<file path="config.mk">
export PLATFORM = sky130hd
export DESIGN_NAME = seq_match_sched
export DESIGN_NICKNAME = d
export VERILOG_FILES = /design/src/rtl/seq_match_sched.sv
export SDC_FILE = /design/constraint.sdc
export NUM_CORES = 1
export LEC_CHECK = 0
export CORE_MARGIN = 5
export CORE_UTILIZATION = 50
export CTS_CLUSTER_DIAMETER = 100
export DETAILED_ROUTE_END_ITERATION = 10
export GPL_TIMING_DRIVEN = 0
export HOLD_SLACK_MARGIN = 0.12
export PLACE_DENSITY = 0.79
export SYNTH_ARGS = -nofsm -noshare
export SYNTH_HDL_FRONTEND = slang
export SYNTH_SLANG_ARGS = --single-unit
export TNS_END_PERCENT = 100
</file>
<file path="constraint.sdc">
create_clock -name clk -period 4.3 [get_ports clk]
set_input_delay 0.86 -clock clk [delete_from_list [all_inputs] [get_ports clk]]
set_output_delay 0.86 -clock clk [all_outputs]
set_load 0.005 [all_outputs]
</file>
<file path="src/rtl/seq_match_sched.sv">
// Serial pattern matcher fed from a word-wide valid/ready stream.
// Words are shifted out MSB-first, one bit per clock, and scanned for a programmable pattern.
module seq_match_sched #(
  parameter int WORD_W  = 8,
  parameter int PAT_MAX = 8,
  parameter int CNT_W   = 8
) (
  input  logic               clk,
  input  logic               rst,
  input  logic               cfg_load,
  input  logic [PAT_MAX-1:0] cfg_pattern,
  input  logic [3:0]         cfg_len,
  input  logic               cfg_overlap,
  input  logic [CNT_W-1:0]   cfg_limit,
  input  logic               in_valid,
  input  logic [WORD_W-1:0]  in_data,
  output logic               in_ready,
  output logic               match_pulse,
  output logic [CNT_W-1:0]   match_count,
  output logic               busy,
  output logic               done,
  output logic               cfg_err
);

  localparam int IDX_W = (WORD_W > 1) ? $clog2(WORD_W) : 1;

  localparam logic [1:0] S_UNCFG  = 2'd0;
  localparam logic [1:0] S_ACCEPT = 2'd1;
  localparam logic [1:0] S_SHIFT  = 2'd2;
  localparam logic [1:0] S_HALT   = 2'd3;

  logic [1:0]         state;
  logic [WORD_W-1:0]  word;
  logic [IDX_W-1:0]   idx;
  logic [PAT_MAX-1:0] hist;
  logic [3:0]         fill;
  logic [PAT_MAX-1:0] pat;
  logic [3:0]         len;
  logic               ovl;
  logic [CNT_W-1:0]   lim;

  logic               cfg_ok;
  logic               bit_in;
  logic [PAT_MAX-1:0] hist_n;
  logic [3:0]         fill_n;
  logic [PAT_MAX-1:0] mask;
  logic               hit;
  logic [CNT_W-1:0]   cnt_inc;
  logic               lim_hit;
  logic               last_bit;

  assign cfg_ok   = (cfg_len != 4'd0) && (cfg_len <= 4'(PAT_MAX));
  // The word register shifts left each bit, so the bit under scan is always its MSB.
  assign bit_in   = word[WORD_W-1];
  assign hist_n   = {hist[PAT_MAX-2:0], bit_in};
  assign fill_n   = (fill >= 4'(PAT_MAX)) ? 4'(PAT_MAX) : fill + 4'd1;
  assign cnt_inc  = (match_count == {CNT_W{1'b1}}) ? match_count : match_count + CNT_W'(1);
  assign last_bit = (idx == IDX_W'(WORD_W - 1));

  always_comb begin
    mask = '0;
    for (int i = 0; i < PAT_MAX; i++)
      mask[i] = (4'(i) < len);
  end

  assign hit     = (fill_n >= len) && (((hist_n ^ pat) & mask) == '0);
  assign lim_hit = hit && (lim != '0) && (cnt_inc == lim);

  assign in_ready = (state == S_ACCEPT);
  assign busy     = (state == S_SHIFT);
  assign done     = (state == S_HALT);

  always_ff @(posedge clk or posedge rst) begin
    if (rst) begin
      state       <= S_UNCFG;
      word        <= '0;
      idx         <= '0;
      hist        <= '0;
      fill        <= '0;
      pat         <= '0;
      len         <= '0;
      ovl         <= 1'b0;
      lim         <= '0;
      match_count <= '0;
      match_pulse <= 1'b0;
      cfg_err     <= 1'b0;
    end else begin
      match_pulse <= 1'b0;
      cfg_err     <= 1'b0;
      // Any cfg_load owns the cycle; an illegal one only raises cfg_err.
      if (cfg_load) begin
        if (cfg_ok) begin
          pat         <= cfg_pattern;
          len         <= cfg_len;
          ovl         <= cfg_overlap;
          lim         <= cfg_limit;
          hist        <= '0;
          fill        <= '0;
          idx         <= '0;
          match_count <= '0;
          state       <= S_ACCEPT;
        end else begin
          cfg_err <= 1'b1;
        end
      end else begin
        case (state)
          S_ACCEPT: begin
            if (in_valid) begin
              word  <= in_data;
              idx   <= '0;
              state <= S_SHIFT;
            end
          end
          S_SHIFT: begin
            hist <= hist_n;
            fill <= (hit && !ovl) ? 4'd0 : fill_n;
            word <= word << 1;
            idx  <= idx + IDX_W'(1);
            if (hit) begin
              match_pulse <= 1'b1;
              match_count <= cnt_inc;
            end
            if (lim_hit)       state <= S_HALT;
            else if (last_bit) state <= S_ACCEPT;
          end
          default: ;
        endcase
      end
    end
  end

endmodule

</file>
After elaboration in Yosys (flattened, before gate mapping)
Cells that the tools add are included.
{"block": "op_classes", "n_mul": 0, "shifts": 0, "mux": 29, "n_lt_le_gt_ge": 11, "div": 0, "reduce_logical": 19, "n_eq_ne": 10, "n_addsub": 3, "n_bitwise": 3}
{"operator": "two-way mux 8 bit", "n": 6}
{"operator": "two-way mux 4 bit", "n": 5}
{"operator": "< comparator 3 x 4 -> 1 bit, first input constant", "n": 4}
{"operator": "case mux 8 bit (2 select lines)", "n": 1}
{"operator": "two-way mux 7 bit", "n": 2}
{"operator": "two-way mux 2 bit", "n": 5}
{"operator": "two-way mux 3 bit", "n": 3}
{"operator": "AND reduction 3 bit", "n": 3}
{"operator": "adder 8 x 1 -> 8 bit, second input constant", "n": 1}
{"operator": "AND 8 bit", "n": 1}
{"operator": "== test 8 bit", "n": 1}
{"operator": "== test 8 bit, second input constant", "n": 1}
{"operator": "logical NOT 8 bit", "n": 1}
{"operator": "< comparator 1 x 4 -> 1 bit, first input constant", "n": 2}
{"operator": "< comparator 2 x 4 -> 1 bit, first input constant", "n": 2}
{"operator": "nonzero test 8 bit", "n": 1}
{"operator": "bitwise XOR 8 bit", "n": 1}
{"operator": "case mux 3 bit (2 select lines)", "n": 1}
{"operator": "nonzero test 2 bit", "n": 3}
{"operator": "logical AND 1 bit", "n": 5}
{"operator": "two-way mux 1 bit", "n": 5}
{"operator": "adder 4 x 1 -> 4 bit, second input constant", "n": 1}
{"operator": "== test 2 bit, second input constant", "n": 2}
{"operator": ">= comparator 4 bit", "n": 1}
{"operator": "16 further kinds", "n": 17}
{"block": "word_totals", "in_bits": 33, "wordCells": 87, "ram_bits": 0, "rom_bits": 0, "latchBits": 0, "memories": 0, "reg_bits": 55}

Depth between registers and ports, before layout
Gate-level depths: netlist of run 1.
{"block": "logic_depth", "depth_word": 9, "depth_mapped": 10, "ltp_nobuf": 10}

Worst setup path after synthesis of run 1
No wires, ideal clock.
{"block": "synth_timing", "kind": "register -> register", "from": "register fill[0]", "to": "register match_count[4]", "slack_ns": 1.816, "arrival_ns": 2.402, "required_time_ns": 4.217, "period_less_slack_ns": 2.484, "stages_incl_launch_ff": 10, "setup_ns": 0.083, "path_cell_list": "dfrtp_1 inv_1 ha_1 nor2b_1 ha_1 a2111oi_0 nor4b_1 o211ai_4 or4_1 o21ai_0"}
{"block": "synth_between", "elab_chain_len": 6}
{"item": "from (decl)", "line_no": "36", "source": "logic [3:0] fill;"}
{"item": "from (signal assigned)", "line_no": "116", "source": "fill <= (hit && !ovl) ? 4'd0 : fill_n;"}
{"item": "adder 4 x 1 -> 4 bit or >= comparator 4 bit (tied branches)", "line_no": "56", "source": "assign fill_n = (fill >= 4'(PAT_MAX)) ? 4'(PAT_MAX) : fill + 4'd1;"}
{"item": "two-way mux 4 bit (*)", "line_no": "56"}
{"item": ">= comparator 4 bit (*)", "line_no": "66", "source": "assign hit = (fill_n >= len) && (((hist_n ^ pat) & mask) == '0);"}
{"item": "logical AND 1 bit (*)", "line_no": "66"}
{"item": "nonzero test 2 bit (no source line) (*)"}
{"item": "AND reduction 3 bit (no source line) (*)"}
{"item": "to (signal assigned)", "line_no": "121", "source": "match_count <= cnt_inc;"}
{"item": "to (decl)", "line_no": "19", "source": "output logic [CNT_W-1:0] match_count,"}
Every way passes the cells marked *; elsewhere a longest branch is shown, timed or not.
A chain may end at the register's enable or synchronous reset.

Final worst setup path of run 1
{"block": "layout_timing", "from": "input port cfg_len[1]", "to": "register pat[3]"}
{"block": "layout_between", "elab_chain_len": 3}
{"item": "from (decl)", "line_no": "12", "source": "input logic [3:0] cfg_len,"}
{"item": "<= comparator 4 bit or nonzero test 4 bit (tied branches)", "line_no": "52", "source": "assign cfg_ok = (cfg_len != 4'd0) && (cfg_len <= 4'(PAT_MAX));"}
{"item": "logical AND 1 bit (*)", "line_no": "52"}
{"item": "AND reduction 2 bit (no source line) (*)"}
{"item": "to (signal assigned)", "line_no": "93", "source": "pat <= cfg_pattern;"}
{"item": "to (decl)", "line_no": "37", "source": "logic [PAT_MAX-1:0] pat;"}
Marked as above.

==> impl_metrics.py, run 1 <==
metrics = {
    "worst_setup_path": {
        "cp-end-kind": "flip-flop",
        "crit_required_ns": 4.49,
        "r2r_setup_slack_ns": 1.41,
        "critPathKind": "in -> reg",
        "critPathMaxFanout": 10,
        "worstPathArrival_ns": 3.22,
        "start_kind": "input port",
    },
    "timing": {
        "setup-tns-final_ns": 0,
        "worst_pin_slew_ns": 0.8719,
        "finalCriticalPeriod_ns": 3.028,
        "slew_headroom_pct": 41.52,
        "drv_slew": 0,
        "finalSetupViolCount": 0,
        "skew_ns": 0.01059,
        "hold_violations": 0,
        "timing.final.crit_share_pct": 70.42,
        "setup_ws_ns": 1.272,
        "rsz0062_at_grt": "no",
        "max_freq_ghz": 0.3302,
    },
    "die": {
        "num_rows": 28,
        "die_h_um": 88.64,
        "die_area_mm2": 0.007856,
        "core_mm2": 0.005956,
        "fp.dieW_um": 88.64,
        "boundaryPins": 46,
        "start_util_pct": 51.91,
    },
    "synthesis": {
        "muxShareOfSynthArea_pct": 10.56,
        "async_flop_share_pct": 100.0,
        "syn_area_per_cell_um2": 9.815,
        "synth_cell_types": 53,
        "synth_nets": 360,
        "synthXorXnorAreaFrac_pct": 4.816,
        "ys.flop_type": "dfrtp_1",
        "syn_inst": 315,
        "synth-seq-cells": 55,
        "synth-edff-count": 0,
        "synth-simple-area-share_pct": 14.61,
        "synth-compound-area-share_pct": 16.35,
        "synthesis.area_mm2": 0.003092,
        "synth_fa_ha_area_share_pct": 4.856,
        "yosysSeqAreaShare_pct": 44.52,
        "synth_top_family_by_area": "compound AO/OA/AOI/OAI gates",
        "yosysWarnings": 0,
    },
    "clock_tree": {
        "ctsHoldBuffers": 0,
        "cts_sinks": 55,
        "h-tree-depth": 2,
        "cts_setup_buffers": 0,
        "cts-root-buf": "clkbuf_8",
        "cts_tree": "yes",
        "cts_max_path_buffers": 2,
        "cts_resized": 0,
        "clk_pin_slew_worst_paths_ns": 0.10,
        "tritoncts.num_buffers": 5,
        "clock_latency_ns": 0.31,
    },
    "routing": {
        "dr.pass1.iters": 4,
        "wl_per_cell_um": 16.16,
        "postRouteAntennaNets": 0,
        "drt_iter0_markers": 140,
        "via_per_inst": 5.857,
        "route.detailed.drc": 0,
        "wirelength_um": 7144,
        "num_vias": 2589,
    },
    "power_and_ir_drop": {
        "p_clk_share_pct": 20.0,
        "ir_drop_mv": 0.2495,
        "p_int_mw": 1.093,
        "combPwrFrac_pct": 36.6,
        "power.share.sequential_pct": 43.4,
        "cellPowerDensity_mw_per_mm2": 451.1,
        "p_leak_nw": 1.608,
        "p_switching_mw": 0.5986,
        "sw_frac_of_total_pct": 35.40,
    },
    "layout": {
        "final_layout_size_suffix_gt1_share_pct": 10.08,
        "layout_common_cells": "55 x dfrtp_1, 44 x clkdlybuf4s50_1, 32 x nand2_1",
        "syn2layout_area_growth_pct": 21.25,
        "layout_commonest_cell": "dfrtp_1",
        "insertedDiodeCount": 0,
        "layout.nets": 412,
        "stdcell_count": 442,
    },
    "grt": {
        "antenna_found_initial": 0,
        "grt_pass1_vias": 2621,
        "gr-total-overflow": 0,
        "grt_start_max_net_pins": 36,
        "grt_pass1_wl_um": 12120,
        "grt.total_usage_pct": 19.49,
    },
    "placed_design": {
        "place.gp.congestion": 0.8859,
        "dp_cells": 435,
        "hpwl_um": 5400,
        "port_buffers": 44,
        "preCtsSetupSlack_ns": 0.9691,
    },
    "status": {
        "run_status": "complete, no violations",
    },
    "min_path": {
        "hold_class": "reg -> reg",
    },
    "flow_run": {
        "maxCapViolCount": 0,
    },
}
==> cell usage after synthesis, types with 3 or more instances <==
master	count	area (µm²)
o21ai_0	11	55.05
nand3_1	17	85.08
inv_1	17	63.81
a32o_1	3	30.03
nor2_1	23	86.33
nor3_1	7	35.03
and3_1	3	18.77
xnor2_1	6	52.55
a211oi_1	3	22.52
nand2_1	32	120.1
dfrtp_1	55	1376
xor2_1	11	96.34
ha_1	12	150.1
a21oi_1	18	90.09
mux2i_1	9	90.09
a31oi_1	6	37.54
o211ai_1	3	22.52
clkbuf_1	13	48.80
mux2_2	21	236.5
==> metal layers <==
layer	GRT usage (%)	up-vias	routed length, µm
li1	-	1236	-
met1	25.67	1271	3059
met2	32.73	67	3611
met3	2.886	15	330
met4	6.868	0	142
met5	0	-	0
==> per-stage QoR <==
step                      area (µm²)  util [%]  hold WS [ns]  power [mW]
final                           3749     62.94        0.5047       1.691
after global routing            3749     62.94        0.5491       1.812
after CTS                       3749     62.94        0.5145       1.700
after detailed placement        3646     61.22        0.4926       1.362
after global placement          3626     60.88        0.4733       1.330
after floorplan                 3092         -        0.4538       1.154
==> registers in the layout, summed over array words and instances, names as in the netlist <==
register / cells
lim: 8
match_count: 8
pat: 8
word: 8
hist: 7
fill: 4
len: 4
idx: 3
state: 2
cfg_err: 1
match_pulse: 1
ovl: 1
==> worst max-delay path, stage by stage <==
cell and delay [ns]:
clkdlybuf4s50_1 0.46, nor3_1 0.43, xnor2_1 0.22, nand2_1 0.31
buf_1 0.53, mux2_2 0.41
==> power groups by stage <==
stage                     sequential (mW)  combinational, mW  clock [mW]
after floorplan                     0.717              0.437           0
after global placement              0.737              0.593           0
after detailed placement            0.743              0.618           0
after CTS                           0.733              0.623       0.344
after global routing                0.751              0.695       0.366
final                               0.734              0.619       0.338
==> final cells by class <==
| class | count | area, µm² |
|---|---|---|
| buffer | 16 | 65.06 |
| multi-input combinational | 226 | 1583 |
| inverter | 18 | 67.56 |
| sequential | 55 | 1376 |
| timing repair buffer | 45 | 460.4 |
| fill | 518 | 2207 |
| clock inverter | 1 | 30.03 |
| tap | 75 | 93.84 |
| clock buffer | 6 | 72.57 |
==> worst paths after layout <==
path                                  from  cells past startpoint        endpoint
worst max-delay path            cfg_len[1]                      6          pat[3]
worst min-delay path                idx[2]                      2          idx[2]
worst max register to register     fill[0]                     10  match_count[0]
worst min register to register      idx[2]                      2          idx[2]
max in group asynchronous              rst                      3         fill[0]
min in group asynchronous              rst                      2  match_count[2]
==> cell families (layout without fill, tap and decap cells) <==
logic type                 count (synthesis)  count (layout)
adders and majority gates                 12              12
DFF                                       55              55
muxes                                     30              30
and+or+nand+nor                           97              97
AOI/OAI and AO/OA                         70              70
xor gates and xnor gates                  17              17
buffers and inverters                     34              86
Note: power is estimated with default switching activity, not from simulation.
==> run 2: changes to the inputs <==
clock period = 2.9 ns   (was 4.3 ns; I/O delays follow)
==> impl_metrics.py, run 2 (synthesis gave the netlist of run 1 again) <==
metrics = {
    "power_and_ir_drop": {
        "p_int_mw": 1.625,
        "ir_drop_mv": 0.3679,
        "p_switching_mw": 0.8946,
        "combPwrFrac_pct": 36.9,
        "power.share.sequential_pct": 43.2,
        "cellPowerDensity_mw_per_mm2": 671.0,
        "sw_frac_of_total_pct": 35.51,
        "p_leak_nw": 1.608,
        "total_power_mw": 2.519,
        "p_clk_share_pct": 19.9,
    },
    "clock_tree": {
        "h-tree-depth": 2,
        "cts-root-buf": "clkbuf_8",
        "clock_latency_ns": 0.31,
        "cts_tree": "yes",
        "cts_sinks": 55,
        "ctsHoldBuffers": 0,
        "tritoncts.num_buffers": 5,
        "cts_max_path_buffers": 2,
        "clk_pin_slew_worst_paths_ns": 0.09,
        "cts_setup_buffers": 0,
    },
    "grt": {
        "grt_pass1_wl_um": 12120,
        "grt_start_max_net_pins": 36,
        "met1_usage_pct": 25.67,
        "grt.total_usage_pct": 19.49,
        "use_met3_pct": 2.886,
        "antenna_found_initial": 0,
        "grt_pass1_vias": 2621,
        "use_met2_pct": 32.73,
        "gr-total-overflow": 0,
        "grt-busiest-layer": "met2",
    },
    "flow_run": {
        "maxCapViolCount": 0,
    },
    "worst_setup_path": {
        "worstPathArrival_ns": 2.94,
        "cp-end-kind": "flip-flop",
        "critPathKind": "in -> reg",
        "start_kind": "input port",
        "crit_path_start": "cfg_len[1]",
        "crit_required_ns": 3.10,
        "r2r_setup_slack_ns": 0.29,
        "critPathMaxFanout": 10,
        "rr_startpoint": "fill[0]",
    },
    "timing": {
        "finalCriticalPeriod_ns": 2.742,
        "slew_headroom_pct": 41.16,
        "max_freq_ghz": 0.3647,
        "setup_ws_ns": 0.1578,
        "timing.final.crit_share_pct": 94.56,
        "holdWs_ns": 0.5041,
        "worst_pin_slew_ns": 0.8774,
        "rsz0062_at_grt": "no",
        "finalSetupViolCount": 0,
        "setup-tns-final_ns": 0,
        "hold_violations": 0,
        "drv_slew": 0,
        "skew_ns": 0.01026,
    },
    "routing": {
        "wl_per_cell_um": 16.29,
        "postRouteAntennaNets": 0,
        "drt_iter0_markers": 147,
        "route.detailed.drc": 0,
        "wirelength_um": 7185,
        "dr.pass1.iters": 5,
        "num_vias": 2617,
        "via_per_inst": 5.934,
    },
    "min_path": {
        "hold_start": "idx[2]",
        "hold_class": "reg -> reg",
    },
    "layout": {
        "final_util_pct": 63.05,
        "final_layout_size_suffix_gt1_share_pct": 10.93,
        "multiInputGateArea_mm2": 0.001592,
        "stdcell_count": 441,
        "layout_common_cells": "55 x dfrtp_1, 44 x clkdlybuf4s50_1, 32 x nand2_1",
        "layout_commonest_cell": "dfrtp_1",
        "layout.nets": 411,
        "syn2layout_area_growth_pct": 21.45,
        "final-seq-area_mm2": 0.001376,
        "stdcell_area_mm2": 0.003755,
        "insertedDiodeCount": 0,
        "nFillCells": 518,
    },
    "die": {
        "die_h_um": 88.64,
        "boundaryPins": 46,
        "num_rows": 28,
        "start_util_pct": 51.91,
        "fp.dieW_um": 88.64,
        "die_area_mm2": 0.007856,
        "core_mm2": 0.005956,
    },
    "placed_design": {
        "preCtsSetupSlack_ns": -0.1509,
        "port_buffers": 44,
        "dp_cells": 435,
        "place.gp.congestion": 0.8859,
        "place_area_mm2": 0.003646,
        "hpwl_um": 5400,
    },
    "status": {
        "run_status": "complete, no violations",
    },
}
[run 2: area by class of cell]
cell class / count / share of cell area (%)
clock inverters: 1 / 0.7997
repair buffers: 45 / 12.26
plain buffers: 15 / 1.666
multi-input cells: 226 / 42.39
well taps: 75 / 2.499
inverters: 18 / 1.799
clock buffers: 6 / 1.933
flip-flops and latches: 55 / 36.65
[run 2: power groups by stage]
stage | clock network [mW] | logic (mW) | registers (mW)
finish | 0.501 | 0.929 | 1.09
global route | 0.543 | 1.04 | 1.11
CTS | 0.510 | 0.924 | 1.09
detailed placement | 0 | 0.917 | 1.10
global placement | 0 | 0.879 | 1.09
floorplan | 0 | 0.648 | 1.06
[run 2: path summary, 6_finish.rpt]
check	to	cells past startpoint
hold reg to reg	idx[2]	2
setup reg to reg	match_count[4]	10
setup / recovery	pat[3]	6
hold / removal	idx[2]	2
min in group asynchronous	match_count[2]	2
max in group asynchronous	fill[0]	3
[run 2: metal layers]
layer | part of all wire (%) | wire (µm)
met1 | 42 | 3024
met2 | 51 | 3649
met3 | 5.1 | 367
met4 | 2.0 | 144
met5 | 0 | 0
[run 2: worst max-delay path: stages]
cell             delay, ns
clkdlybuf4s50_1       0.47
nor3_1                0.43
xnor2_1               0.21
nand2_1               0.31
buf_1                 0.52
mux2_2                0.41
[run 2: timing repair]
item                       CTS  global route
gates resized for setup      1             4
hold endpoints to repair     0             0
setup endpoints to repair    1            14
